File: src/rtl/mvau_defn_pkg.sv
// mvau_defn: shared MVAU definitions (fold defaults, stream types, fold FSM states).
package mvau_defn;
  localparam int SF_DEF = 4;
  localparam int NF_DEF = 2;
  localparam int TW = 8;
  typedef logic signed [TW-1:0] TW_t;
  typedef logic [7:0] TSrcI;
  typedef logic [15:0] TDstI;
  typedef enum logic [1:0] {IDLE, ACC, OUT} fold_state_e;
  function automatic int clog2_min1(input int v);
    return (v > 1) ? $clog2(v) : 1;
  endfunction
endpackage

File: src/rtl/mvu_fold_cnt.sv
// mvu_fold_cnt: modulo-MAX fold counter; wrap_o flags the increment that returns to 0.
module mvu_fold_cnt
  import mvau_defn::*;
#(
  parameter int MAX = 4,
  parameter int W = clog2_min1(MAX)
) (
  input  logic         clk,
  input  logic         rst_n,
  input  logic         inc_i,
  output logic [W-1:0] cnt_o,
  output logic         wrap_o
);
  logic [W-1:0] cnt_q, cnt_d;
  assign wrap_o = inc_i && (cnt_q == W'(MAX - 1));
  assign cnt_d  = wrap_o ? '0 : cnt_q + 1'b1;
  assign cnt_o  = cnt_q;
  always_ff @(posedge clk or negedge rst_n)
    if (!rst_n) cnt_q <= '0;
    else if (inc_i) cnt_q <= cnt_d;
endmodule

File: src/rtl/mvu_pe_fold_ctrl.sv
// mvu_pe_fold_ctrl: sequences SIMD beats and accumulator folds of an MVAU PE,
// generating weight addresses and a handshaked result-valid per synapse fold.
module mvu_pe_fold_ctrl
  import mvau_defn::*;
#(
  parameter int SF = SF_DEF,
  parameter int NF = NF_DEF,
  parameter int AW = clog2_min1(SF * NF)
) (
  input  logic          clk,
  input  logic          rst_n,
  input  logic          in_v,
  output logic          in_rdy,
  input  logic          out_rdy,
  output logic          do_mvau_stream,
  output logic          acc_clr,
  output logic [AW-1:0] wmem_addr,
  output logic          out_v,
  output logic          out_last
);
  localparam int SFW = clog2_min1(SF);
  localparam int NFW = clog2_min1(NF);
  fold_state_e state_q;
  logic out_v_q, out_last_q, beat, sf_wrap, nf_wrap;
  logic [SFW-1:0] sf_cnt;
  logic [NFW-1:0] nf_cnt;
  assign in_rdy         = (state_q != OUT) || out_rdy;
  assign beat           = in_v && in_rdy;
  assign do_mvau_stream = beat;
  assign acc_clr        = beat && (sf_cnt == '0);
  assign wmem_addr      = AW'(nf_cnt) * AW'(SF) + AW'(sf_cnt);
  assign out_v          = out_v_q;
  assign out_last       = out_last_q;
  mvu_fold_cnt #(.MAX(SF), .W(SFW)) u_sf (
    .clk(clk), .rst_n(rst_n), .inc_i(beat), .cnt_o(sf_cnt), .wrap_o(sf_wrap)
  );
  // nf_wrap fires only on the final beat of the final neuron fold, i.e. out_last
  mvu_fold_cnt #(.MAX(NF), .W(NFW)) u_nf (
    .clk(clk), .rst_n(rst_n), .inc_i(sf_wrap), .cnt_o(nf_cnt), .wrap_o(nf_wrap)
  );
  always_ff @(posedge clk or negedge rst_n)
    if (!rst_n) begin
      state_q    <= IDLE;
      out_v_q    <= 1'b0;
      out_last_q <= 1'b0;
    end else if (beat && sf_wrap) begin
      state_q    <= OUT;
      out_v_q    <= 1'b1;
      out_last_q <= nf_wrap;
    end else if (beat) begin
      state_q    <= ACC;
      out_v_q    <= 1'b0;
      out_last_q <= 1'b0;
    end else if (state_q == OUT && out_rdy) begin
      state_q    <= IDLE;
      out_v_q    <= 1'b0;
      out_last_q <= 1'b0;
    end
endmodule

File: config.mk
export PLATFORM = sky130hd
export DESIGN_NAME = mvu_pe_fold_ctrl
export DESIGN_NICKNAME = d
export VERILOG_FILES = /design/src/rtl/mvau_defn_pkg.sv /design/src/rtl/mvu_fold_cnt.sv /design/src/rtl/mvu_pe_fold_ctrl.sv
export SDC_FILE = /design/constraint.sdc
export NUM_CORES = 1
export LEC_CHECK = 0
export ABC_CLOCK_PERIOD_IN_PS = 2400
export CORE_AREA = 2 2 39 41
export CTS_CLUSTER_DIAMETER = 40
export DETAILED_ROUTE_END_ITERATION = 8
export DIE_AREA = 0 0 41 43
export MAX_ROUTING_LAYER = met4
export PLACE_DENSITY_LB_ADDON = 0.08
export SKIP_CTS_REPAIR_TIMING = 1
export SLEW_MARGIN = 20
export SYNTH_ARGS = -nofsm -noshare
export SYNTH_HDL_FRONTEND = slang
export SYNTH_SLANG_ARGS = --single-unit
export TNS_END_PERCENT = 1
File: constraint.sdc
create_clock -name clk -period 2.4 [get_ports clk]
set_input_delay 0.48 -clock clk [delete_from_list [all_inputs] [get_ports clk]]
set_output_delay 0.48 -clock clk [all_outputs]
set_load 0.1 [all_outputs]
# Word level (Yosys, flattened, before mapping)
# Index checks and enable logic that the tools add are counted.
# W data, S select, Z words.
# totals
ff_bits,7
output_inout_bits,8
elab_cells,29
# op_classes
add_sub_neg,3
n_eq_ne,3
muxes,9
n_reduce_logical,9
# ops
op,n
$mux W2,4
$logic_and A1 B1 Y1,6
$mux W1,5
$eq A2 B2 Y1 const B,2
$add A3 B2 Y3,1
$reduce_bool A3 Y1,1
$add A2 B1 Y2 const B,1
$logic_not A2 Y1,1
$ne A2 B2 Y1 const B,1
$add A1 B1 Y1 const B,1
$logic_or A1 B1 Y1,1

# Longest topological paths before layout
# depth
ltp_word,6
mapped_depth,4
mapped_depth_nobuf,4

# By module
# From an unflattened synthesis, not the netlist that was laid out.
# hier_totals
cells_unflattened,27
hier_area_um2,316.6
# modules_own_cells
module,instances,cells_each,area_each_um2
mvu_pe_fold_ctrl,1,17,178.9
mvu_fold_cnt at u_sf,1,7,96.3
mvu_fold_cnt at u_nf,1,3,41.3

# Least setup slack after synthesis
# OpenSTA, ideal clock, no wires.
# synth_timing
kind,reg-to-output
startpoint,register state_q[1]
endpoint,output port acc_clr
arrival_ns,2.116
setup_slack_ns,-0.196
stages_incl_launch_ff,4
n_path_buf,1
cell_sequence,dfrtp_1 -> or3b_1 -> buf_6 -> and3_1
# synth_between
elab_chain_len,4
# synth_rtl
item,line,rtl
from (decl),mvu_pe_fold_ctrl.sv:23,fold_state_e state_q;
from (signal assigned),mvu_pe_fold_ctrl.sv:43,state_q <= IDLE;
from (signal assigned),mvu_pe_fold_ctrl.sv:47,state_q <= OUT;
from (signal assigned),mvu_pe_fold_ctrl.sv:51,state_q <= ACC;
$ne A2 B2 Y1,mvu_pe_fold_ctrl.sv:27,assign in_rdy = (state_q != OUT) || out_rdy;
$logic_or A1 B1 Y1,mvu_pe_fold_ctrl.sv:27,
via in_rdy,mvu_pe_fold_ctrl.sv:13,"output logic in_rdy,"
$logic_and A1 B1 Y1,mvu_pe_fold_ctrl.sv:28,assign beat = in_v && in_rdy;
$logic_and A1 B1 Y1,mvu_pe_fold_ctrl.sv:30,assign acc_clr = beat && (sf_cnt == '0);
to (decl),mvu_pe_fold_ctrl.sv:16,"output logic acc_clr,"
# The timed path passes the listed nets, and every way through them passes these cells.

# Worst setup path after layout
# layout_timing
startpoint,input port out_rdy
endpoint,output port acc_clr
# layout_between
elab_chain_len,3
# layout_rtl
item,line,rtl
from (decl),mvu_pe_fold_ctrl.sv:14,"input logic out_rdy,"
$logic_or A1 B1 Y1,mvu_pe_fold_ctrl.sv:27,
$logic_and A1 B1 Y1,mvu_pe_fold_ctrl.sv:28,
$logic_and A1 B1 Y1,mvu_pe_fold_ctrl.sv:30,
# Every way passes these cells.

==> flow_summary.toml <==
[routing]
ant_nets = 0
wire_per_inst_um = 11.6
drtIter0Drc = 0
num_vias = 269
vias_per_cell = 4.34
drcViolationCount = 0
first_pass_iters = 1
wl_um = 721

[timing]
fin_setup_tns_ps = 0
tightest_slew_ps = 284
skew_ps = 8.58
setup_violations = 0
fmax_mhz = 442
rsz0062_at_grt = "no"
maxSlewHeadroom = 0.810
holdWs_ps = 480
hold_violations = 0
slew_violations = 0
min_period_ps = 2260
fin_crit_sh = 0.942

[global_routing]
grt_remaining_overflow = 0
antenna_found_initial = 0
grt_max_degree = 9
grt_pass1_vias = 276
grt_pass1_wl_um = 1280
grt_usage = 0.117

[cells_and_area]
drive_above_1_share = 0.413
syn_to_final_growth_pct = 47.2
ff_latch_area_um2 = 151
finalNetCount = 53
final_core_util = 0.383
fill_cells = 139
multi_input_area_um2 = 171
finish.instance_area_um2 = 531
layout_commonest_cell = "buf_4"
final_cell_mix = "buf_4 (7), inv_1 (5), dfrtp_1 (5)"
antenna_cells = 0

[clocking]
ctsHtreeMaxLevel = 1
clockRootBuffer = "clkbuf_4"
cts_tree = "yes"
clock_latency_ps = 240
cts.path.max_buffers = 2
cts-buffers-inserted = 3
clock-sinks = 6
clk_pin_slew_ps = 50

[placement]
gp_congestion = 0.638
port_buffers = 11
hpwl_um = 566
dpl_cell_area_um2 = 502

[critical_path]
worst-path-max-fanout = 3
r2r-end = "u_sf.cnt_o[0]"
crit_arrival_ps = 1780
r2r-start = "state_q[0]"
startpoint = "out_rdy"
worstRegToRegCells = 3
critPathLaunchType = "input port"
cp-end-kind = "primary output"
rrSetupSlack_ps = 1020
cp.required_ps = 1920
cp-endpoint = "acc_clr"
critPathKind = "in -> out"

[floorplanning]
coreArea_um2 = 1380
ios = 12
die_y_um = 43
die_area_um2 = 1760
start_util = 0.260
die_w_um = 41
row_count = 14

[hold_path]
hold_class = "in -> async"

[synthesis]
synth.cell_area_um2 = 360
synth_seq_cells = 6
syn_avg_cell_area_um2 = 11.3
syn_nets = 38
ys_types = 20
ys_seq_area_frac = 0.417
synth_cells = 32
yosysWarnings = 0

[flow_run]
cap_violations = 0

[status]
status = "finished clean"
==> worst min path at each step <==
stage / startpoint / endpoint / slack [ps] / cells after the start
2_1_floorplan: rst_n / out_last / 180 / 0
5_1_grt: rst_n / u_sf.cnt_o[1] / 490 / 1
6_report: rst_n / u_sf.cnt_o[1] / 480 / 1
3_3_place_gp: u_nf.cnt_o / u_nf.cnt_o / 520 / 1
4_1_cts: rst_n / state_q[0] / 490 / 1
3_5_place_dp: u_nf.cnt_o / u_nf.cnt_o / 520 / 1
==> critical path, cell delays in order <==
cell             delay (ps)
clkdlybuf4s50_1         450
or3b_4                  440
and3_2                  250
buf_12                  160
==> logic make-up after synthesis <==
group	Yosys count	share of synthesized area
flops	6	0.417
fa+ha+maj	2	0.0694
compound gates	4	0.0868
mux	3	0.111
buf+inv	8	0.118
simple gates	8	0.174
xor+xnor	1	0.0243
==> registers in the layout, summed over array words and instances (netlist names) <==
signal,flops
u_nf.cnt_o,1
state_q,2
u_sf.cnt_o,2
out_last,1
==> synth_stat cells <==
cell type	n	area [um2]
buf_4	1	7.51
mux2_4	2	30.0
nand2_8	1	20.0
o221ai_1	1	8.76
dfrtp_1	6	150
ha_1	2	25.0
or3b_1	1	8.76
nand3_1	2	10.0
and3_1	1	6.26
buf_6	1	11.3
o21a_1	1	7.51
inv_1	5	18.8
o22ai_1	1	6.26
nor2_1	1	3.75
and2b_1	1	7.51
mux2i_1	1	10.0
a22o_1	1	8.76
buf_2	1	5.00
xnor2_1	1	8.76
nand4_1	1	6.26
==> layer usage <==
metal,share of wire,global-route usage
met4,0,0.0600
met3,0.092,0.0681
met5,0,-
met1,0.44,0.160
met2,0.47,0.131
==> cell type report <==
| cell class | count | share of cell area |
|---|---|---|
| repair buffers | 13 | 0.269 |
| multi-input cells | 18 | 0.323 |
| flip-flops and latches | 6 | 0.285 |
| clock buffers | 4 | 0.0495 |
| well taps | 16 | 0.0377 |
| inverters | 5 | 0.0354 |
==> stage by stage <==
stage / setup WS, ps / instances
finish: 139 / 62
floorplan: 153 / 32
global route: 93.2 / 62
detailed placement: 63.5 / 58
CTS: 57.1 / 62
global placement: 54.5 / 58
Power is left out: the tool's default activity adds up to more than one toggle a clock period on the data nets, which glitch-free logic cannot reach.
